--- config.mk ---
export PLATFORM = sky130hd
export DESIGN_NAME = accel_sequencer
export DESIGN_NICKNAME = d
export VERILOG_FILES = /design/src/rtl/accel_pkg.sv /design/src/rtl/accel_sequencer.sv
export SDC_FILE = /design/constraint.sdc
export NUM_CORES = 1
export LEC_CHECK = 0
export CORE_MARGIN = 8
export CORE_UTILIZATION = 52
export DETAILED_ROUTE_END_ITERATION = 8
export PLACE_DENSITY = 0.9
export SLEW_MARGIN = 20
export SYNTH_ARGS = -nofsm -noshare
export SYNTH_HDL_FRONTEND = slang
export SYNTH_SLANG_ARGS = --single-unit
--- constraint.sdc ---
create_clock -name clk -period 5.25 [get_ports clk]
set_input_delay 1.575 -clock clk [delete_from_list [all_inputs] [get_ports clk]]
set_output_delay 1.575 -clock clk [all_outputs]
set_load 0.02 [all_outputs]
--- src/rtl/accel_pkg.sv ---
// Shared types and register map for the accelerometer sequencer.
package accel_pkg;

  typedef enum logic [2:0] {
    INIT,
    WAIT_TICK,
    READ,
    UPDATE,
    ERR
  } state_t;

  localparam logic [5:0] ADDR_BW_RATE     = 6'h2C;
  localparam logic [5:0] ADDR_POWER_CTL   = 6'h2D;
  localparam logic [5:0] ADDR_DATA_FORMAT = 6'h31;
  localparam logic [5:0] ADDR_DATAX0      = 6'h32;
  localparam logic [5:0] ADDR_DATAX1      = 6'h33;
  localparam logic [5:0] ADDR_DATAY0      = 6'h34;
  localparam logic [5:0] ADDR_DATAY1      = 6'h35;
  localparam logic [5:0] ADDR_DATAZ0      = 6'h36;
  localparam logic [5:0] ADDR_DATAZ1      = 6'h37;

  localparam logic [2:0] LAST_CFG_IDX  = 3'd2;
  localparam logic [2:0] LAST_READ_IDX = 3'd5;

  // Data registers are read low byte first, X then Y then Z.
  function automatic logic [5:0] read_addr(input logic [2:0] idx);
    logic [5:0] addr;
    case (idx)
      3'd0:    addr = ADDR_DATAX0;
      3'd1:    addr = ADDR_DATAX1;
      3'd2:    addr = ADDR_DATAY0;
      3'd3:    addr = ADDR_DATAY1;
      3'd4:    addr = ADDR_DATAZ0;
      default: addr = ADDR_DATAZ1;
    endcase
    return addr;
  endfunction

endpackage

--- src/rtl/accel_sequencer.sv ---
// Configures the accelerometer over an external SPI byte engine, then reads X/Y/Z per sample_tick.
// Optional ACK timeout with sticky error is built only when ACCEL_SEQ_TIMEOUT_EN is defined.
module accel_sequencer
  import accel_pkg::*;
#(
  parameter logic [7:0] DATA_FORMAT_VAL = 8'h0B,
  parameter logic [7:0] BW_RATE_VAL     = 8'h0A,
  parameter logic [7:0] POWER_CTL_VAL   = 8'h08,
  parameter int         TIMEOUT_CYCLES  = 1024
) (
  input  logic        clk,
  input  logic        rst,
  input  logic        sample_tick,
  output logic        spi_req,
  output logic        spi_wr,
  output logic [5:0]  spi_addr,
  output logic [7:0]  spi_wdata,
  input  logic        spi_ack,
  input  logic [7:0]  spi_rdata,
  output logic [15:0] data_x,
  output logic [15:0] data_y,
  output logic [15:0] data_z,
  output logic        data_valid,
  output logic        init_done,
  output logic        overrun,
  output logic        err
);

  state_t      state_q;
  logic [2:0]  idx_q;
  logic        req_q;
  logic        wr_q;
  logic [5:0]  addr_q;
  logic [7:0]  wdata_q;
  logic [7:0]  byte_q [5];
  logic [15:0] dataX_q;
  logic [15:0] dataY_q;
  logic [15:0] dataZ_q;
  logic        dataValid_q;
  logic        initDone_q;
  logic [5:0]  cfgAddr_d;
  logic [7:0]  cfgData_d;

`ifdef ACCEL_SEQ_TIMEOUT_EN
  localparam int WAIT_W = $clog2(TIMEOUT_CYCLES + 1);
  logic [WAIT_W-1:0] waitCnt_q;
  logic              err_q;
`endif

  always_comb begin
    cfgAddr_d = ADDR_DATA_FORMAT;
    cfgData_d = DATA_FORMAT_VAL;
    case (idx_q)
      3'd1: begin
        cfgAddr_d = ADDR_BW_RATE;
        cfgData_d = BW_RATE_VAL;
      end
      3'd2: begin
        cfgAddr_d = ADDR_POWER_CTL;
        cfgData_d = POWER_CTL_VAL;
      end
      default: ;
    endcase
  end

  // A request is raised only from a cycle where req is low, which guarantees
  // the one-cycle gap after every ack.
  always_ff @(posedge clk or posedge rst) begin
    if (rst) begin
      state_q     <= INIT;
      idx_q       <= '0;
      req_q       <= 1'b0;
      wr_q        <= 1'b0;
      addr_q      <= '0;
      wdata_q     <= '0;
      for (int i = 0; i < 5; i++) byte_q[i] <= '0;
      dataX_q     <= '0;
      dataY_q     <= '0;
      dataZ_q     <= '0;
      dataValid_q <= 1'b0;
      initDone_q  <= 1'b0;
`ifdef ACCEL_SEQ_TIMEOUT_EN
      waitCnt_q   <= '0;
      err_q       <= 1'b0;
`endif
    end else begin
      dataValid_q <= 1'b0;
      unique case (state_q)
        INIT: begin
          if (!req_q) begin
            req_q   <= 1'b1;
            wr_q    <= 1'b1;
            addr_q  <= cfgAddr_d;
            wdata_q <= cfgData_d;
          end else if (spi_ack) begin
            req_q <= 1'b0;
            if (idx_q == LAST_CFG_IDX) begin
              idx_q      <= '0;
              initDone_q <= 1'b1;
              state_q    <= WAIT_TICK;
            end else begin
              idx_q <= idx_q + 3'd1;
            end
          end
        end
        WAIT_TICK: begin
          if (sample_tick) begin
            idx_q   <= '0;
            state_q <= READ;
          end
        end
        READ: begin
          if (!req_q) begin
            req_q   <= 1'b1;
            wr_q    <= 1'b0;
            addr_q  <= read_addr(idx_q);
            wdata_q <= 8'h00;
          end else if (spi_ack) begin
            req_q <= 1'b0;
            // The last byte goes straight into Z so all three axes load together.
            if (idx_q == LAST_READ_IDX) begin
              dataX_q     <= {byte_q[1], byte_q[0]};
              dataY_q     <= {byte_q[3], byte_q[2]};
              dataZ_q     <= {spi_rdata, byte_q[4]};
              dataValid_q <= 1'b1;
              idx_q       <= '0;
              state_q     <= UPDATE;
            end else begin
              byte_q[idx_q] <= spi_rdata;
              idx_q         <= idx_q + 3'd1;
            end
          end
        end
        UPDATE:  state_q <= WAIT_TICK;
        ERR:     ;
        default: state_q <= INIT;
      endcase
`ifdef ACCEL_SEQ_TIMEOUT_EN
      if (req_q && !spi_ack) begin
        if (waitCnt_q == WAIT_W'(TIMEOUT_CYCLES - 1)) begin
          req_q     <= 1'b0;
          err_q     <= 1'b1;
          state_q   <= ERR;
          waitCnt_q <= '0;
        end else begin
          waitCnt_q <= waitCnt_q + 1'b1;
        end
      end else begin
        waitCnt_q <= '0;
      end
`endif
    end
  end

  assign spi_req    = req_q;
  assign spi_wr     = wr_q;
  assign spi_addr   = addr_q;
  assign spi_wdata  = wdata_q;
  assign data_x     = dataX_q;
  assign data_y     = dataY_q;
  assign data_z     = dataZ_q;
  assign data_valid = dataValid_q;
  assign init_done  = initDone_q;
  assign overrun    = sample_tick & ~rst &
                      ((state_q == INIT) | (state_q == READ) | (state_q == UPDATE));

`ifdef ACCEL_SEQ_TIMEOUT_EN
  assign err = err_q;
`else
  assign err = 1'b0;
`endif

endmodule

# After elaboration in Yosys (flattened, before gate mapping)
# Index checks and enable logic that the tools add are counted.
dict set report classes {
  addsub 1
  mul 0
  div 0
  magnitude_cmp 2
  n_eq_ne 18
  shift 0
  muxes 37
  bitwise_logic 8
  reduce_logical 12
}
# op n
set ops {}
lappend ops {{$mux W3} 14}
lappend ops {{$bwmux W40} 1}
lappend ops {{$pmux W3 S5} 2}
lappend ops {{$demux W8 S3} 1}
lappend ops {{$mux W8} 3}
lappend ops {{$ne A2 B2 Y1 const B} 9}
lappend ops {{$pmux W8 S2} 1}
lappend ops {{$eq A3 B2 Y1 const B} 4}
lappend ops {{$mux W6} 2}
lappend ops {{$pmux W6 S2} 1}
lappend ops {{$reduce_and A4 Y1} 3}
lappend ops {{$pmux W5 S2} 1}
lappend ops {{$eq A3 B3 Y1 const B} 3}
lappend ops {{$pmux W3 S3} 1}
lappend ops {{$mux W1} 8}
lappend ops {{$reduce_and A8 Y1} 1}
lappend ops {{$eq A3 B1 Y1 const B} 2}
lappend ops {{$logic_not A3 Y1} 2}
lappend ops {{$reduce_and A6 Y1} 1}
lappend ops {{$ge A4 B4 Y1 const B} 1}
lappend ops {{$lt A4 B1 Y1 const B} 1}
lappend ops {{$not A3 Y4} 1}
lappend ops {{$pmux W2 S2} 1}
lappend ops {{$add A3 B1 Y3 const B} 1}
lappend ops {{9 further kinds} 13}
dict set report totals {
  reg_bits 112
  latchBits 0
  ramBits 0
  mem_bits_ro 0
  in_bits 12
  word_cells 94
  memories 0
}

# Depth between registers and ports, before layout
# Gate-level depths: netlist of run 1.
dict set report depth {
  ltp_word 6
  mapped_depth 8
}

# Worst setup path before layout of run 1
# OpenSTA, ideal clock, no wires.
dict set report synth_timing {
  kind {input -> output}
  start {in rst}
  end {out overrun}
  arrival_ps 2102
  required_time_ps 3675
  path_slack_ps 1573
  cell_stages 1
  n_path_buf 0
  cell_sequence {nor3b_1}
}
dict set report synth_between {
  elab_chain_len 3
}
# element line_no
set synth_rtl {}
lappend synth_rtl {{from (decl)} accel_sequencer.sv:12} ;# input logic rst,
lappend synth_rtl {{$not A1 Y1} accel_sequencer.sv:164} ;# assign overrun = sample_tick & ~rst &
lappend synth_rtl {{$and A1 B1 Y1 (2 in a row)} accel_sequencer.sv:164}
lappend synth_rtl {{to (decl)} accel_sequencer.sv:25} ;# output logic overrun,
# Every way passes these cells.

# Final worst setup path of run 1
dict set report layout_timing {
  start {in sample_tick}
  end {out overrun}
}
dict set report layout_between {
  elab_chain_len 2
}
# element line_no
set layout_rtl {}
lappend layout_rtl {{from (decl)} accel_sequencer.sv:13} ;# input logic sample_tick,
lappend layout_rtl {{$and A1 B1 Y1 (2 in a row)} accel_sequencer.sv:164}
# Every way passes these cells.

==> out/qor.yml, run 1 <==
status: "finished, final reports clean"
dpl-instance-area_um2: 5050
cts-resized-gates: 0
slew_violations: 0
maxCapViolCount: 0
hold_path.startpoint: "init_done"
whs_path_depth: 1
dr_total_vias: 2448
max-vdd-ir-drop_v: 0.000247
synth_seq_cells: 105
yosysWarnings: 0
dp.final_hpwl_um: 5800
slew_headroom_pct: 38.3
fmax_mhz: 224
worst_pin_slew_ns: 0.926
p_per_area_nw_per_um2: 470
grt_pass1_wl_um: 13200
syn_area_um2: 4260
start_util_pct: 52.6
io_buffers: 73
power.leakage_nw: 2.49
n_antenna_cell: 0
hold_class: "register to register"
htree_levels: 3
ff2ff_path_depth: 5
end_kind: "output pin"
synth_cell_types: 37
ant_nets: 0
synth_area_per_cell_um2: 14.8
netlist_instances: 288
fin_crit_sh_pct: 85.1
r2r_start: "state_q[0]"
routed_wl_um: 8110
finalNetCount: 378
grt_max_degree: 78
grt.total_usage_pct: 14.5
via_per_inst: 5.21
cts_tree: "done"
synth-seq-area-share_pct: 61.7
clkTransAtPathRegs_ns: 0.10
cts.sinks: 105
min_period_ns: 4.47
cts_buffers: 9
fp-row-count: 33
io_pins: 80
min_to: "init_done"
critPathKind: "input port to output pin"
stdcell_area_um2: 5280
rsz0062_at_grt: "false"
skew_ns: 0.00967
cts_setup_buffers: 0
r2r_slack_ns: 2.70
die_area_um2: 11300
wl_per_cell_um: 17.2
r2r-end: "byte_q[12]"
drive_gt1_share_pct: 31.2
overflow: 0
die_h_um: 107
grt_pass1_vias: 2511
place.gp.congestion: 0.770
finalPower_w: 0.00248
antenna_found_initial: 0
hold_viol: 0
worstSkewPairLatency_ns: 0.34
cts_buffer_depth: 2
crit_path_start_kind: "input port"
first_iter_violations: 74
hold_buffers: 0
die_w_um: 107
finish.utilization_pct: 65.2
first_pass_iters: 4
syn2layout_area_growth_pct: 23.9
worstPathRequired_ns: 3.68
cts_root_buf: "clkbuf_8"
final.setup.tns_ns: 0
setup_viol: 0
hold_slack_ns: 0.473
route.detailed.drc: 0
core_um2: 8090
cp_max_fo: 3
crit_arrival_ns: 2.89
## final cells by class
type | count | area (um2)
Clock buffer | 9 | 124
Clock inverter | 7 | 101
Fill cell | 591 | 2820
Inverter | 8 | 32.5
Multi-Input combinational cell | 161 | 1500
Sequential cell | 105 | 2630
Tap cell | 105 | 131
Timing Repair Buffer | 75 | 758
## cell usage in the layout (no fill, tap or decap), types with 4 or more instances in the layout
master	netlist	routed
mux2_2	86	86
nand2_1	6	6
clkdlybuf4s50_1	0	73
nor3b_1	4	4
a21oi_1	5	5
mux2i_1	4	4
ha_1	6	6
nor2_1	6	6
conb_1	1	6
inv_1	7	6
dfrtp_1	105	105
clkbuf_8	0	9
## cell usage after synthesis, drive strengths merged
cell    count  share of area, %
a22o        2              0.41
o32ai       1              0.21
conb        1             0.088
o221a       1              0.26
a21boi      1              0.18
nor2        9              0.97
or2         1              0.15
inv         8              0.70
a21o        1              0.18
mux2i       4              0.94
nand2b      5               1.1
nand3       2              0.23
a21oi       5              0.59
nor2b       2              0.29
buf        16               2.6
nand2       6              0.53
a31o        1              0.21
clkbuf      3              0.26
o31ai       3              0.53
nand4       2              0.29
o211ai      1              0.18
a221o       1              0.23
mux2       89                24
and2        2              0.29
o21ai       4              0.47
dfrtp     105                62
nand3b      1              0.18
nor3b       4              0.70
ha          6               1.8
o22ai       1              0.15
## metal layers
metal	GRT usage, %	wire (um)	part of all wire [%]	up-vias
met5	0	0	0	-
met4	5.43	98	1.2	0
met3	2.84	322	4.0	8
met2	23.8	4060	50	51
met1	18.7	3620	45	1254
li1	-	-	-	1135
## stage by stage
stage               instances  setup slack [ns]
finish                    470             0.785
global route              470             0.710
CTS                       470             0.772
detailed placement        454             0.777
global placement          454             0.804
floorplan                 293             0.914
## sequential cells by signal, summed over array words and instances (netlist names)
register and cells:
byte_q 40, data_valid 1, data_x 16, data_y 16, data_z 16, idx_q 3, init_done 1, spi_addr 6
spi_req 1, spi_wdata 2, spi_wr 1, state_q 2
## how the worst max path moves through the flow
stage / start / end / cells past startpoint
global route: sample_tick / overrun / 3
floorplan: rst / byte_q[0] / 1
finish: sample_tick / overrun / 3
CTS: sample_tick / overrun / 3
detailed placement: sample_tick / overrun / 3
global placement: sample_tick / overrun / 3
## critical path, stage by stage
cell and delay [ns]:
clkdlybuf4s50_1 0.50, nor3b_1 0.18, clkdlybuf4s50_1 0.63
## kinds of logic after synthesis
logic type / Yosys count / share of synthesized area [%]
compound gates: 22 / 3.58
fa+ha+maj: 6 / 1.76
buf+inv: 27 / 3.61
flops: 105 / 61.7
mux: 93 / 24.6
other cells: 1 / 0.0880
simple gates: 34 / 4.73
## where the power goes
part           leakage (nW)  switching (W)  total (W)  internal (W)
Sequential             1.40       0.000132    0.00116       0.00103
Clock                 0.112       0.000269   0.000542      0.000274
Combinational         0.978       0.000370   0.000775      0.000404
Note: power is estimated with default switching activity, not from simulation.
==> run 2: changes to the inputs <==
--- a/config.mk
+++ b/config.mk
@@ -9,6 +9,7 @@
 export CORE_UTILIZATION = 52
 export DETAILED_ROUTE_END_ITERATION = 8
 export PLACE_DENSITY = 0.9
+export SETUP_SLACK_MARGIN = 0.5
 export SLEW_MARGIN = 20
 export SYNTH_ARGS = -nofsm -noshare
 export SYNTH_HDL_FRONTEND = slang
==> results of run 2 <==
The final DEF is identical to that of run 1; final timing and power are the same.
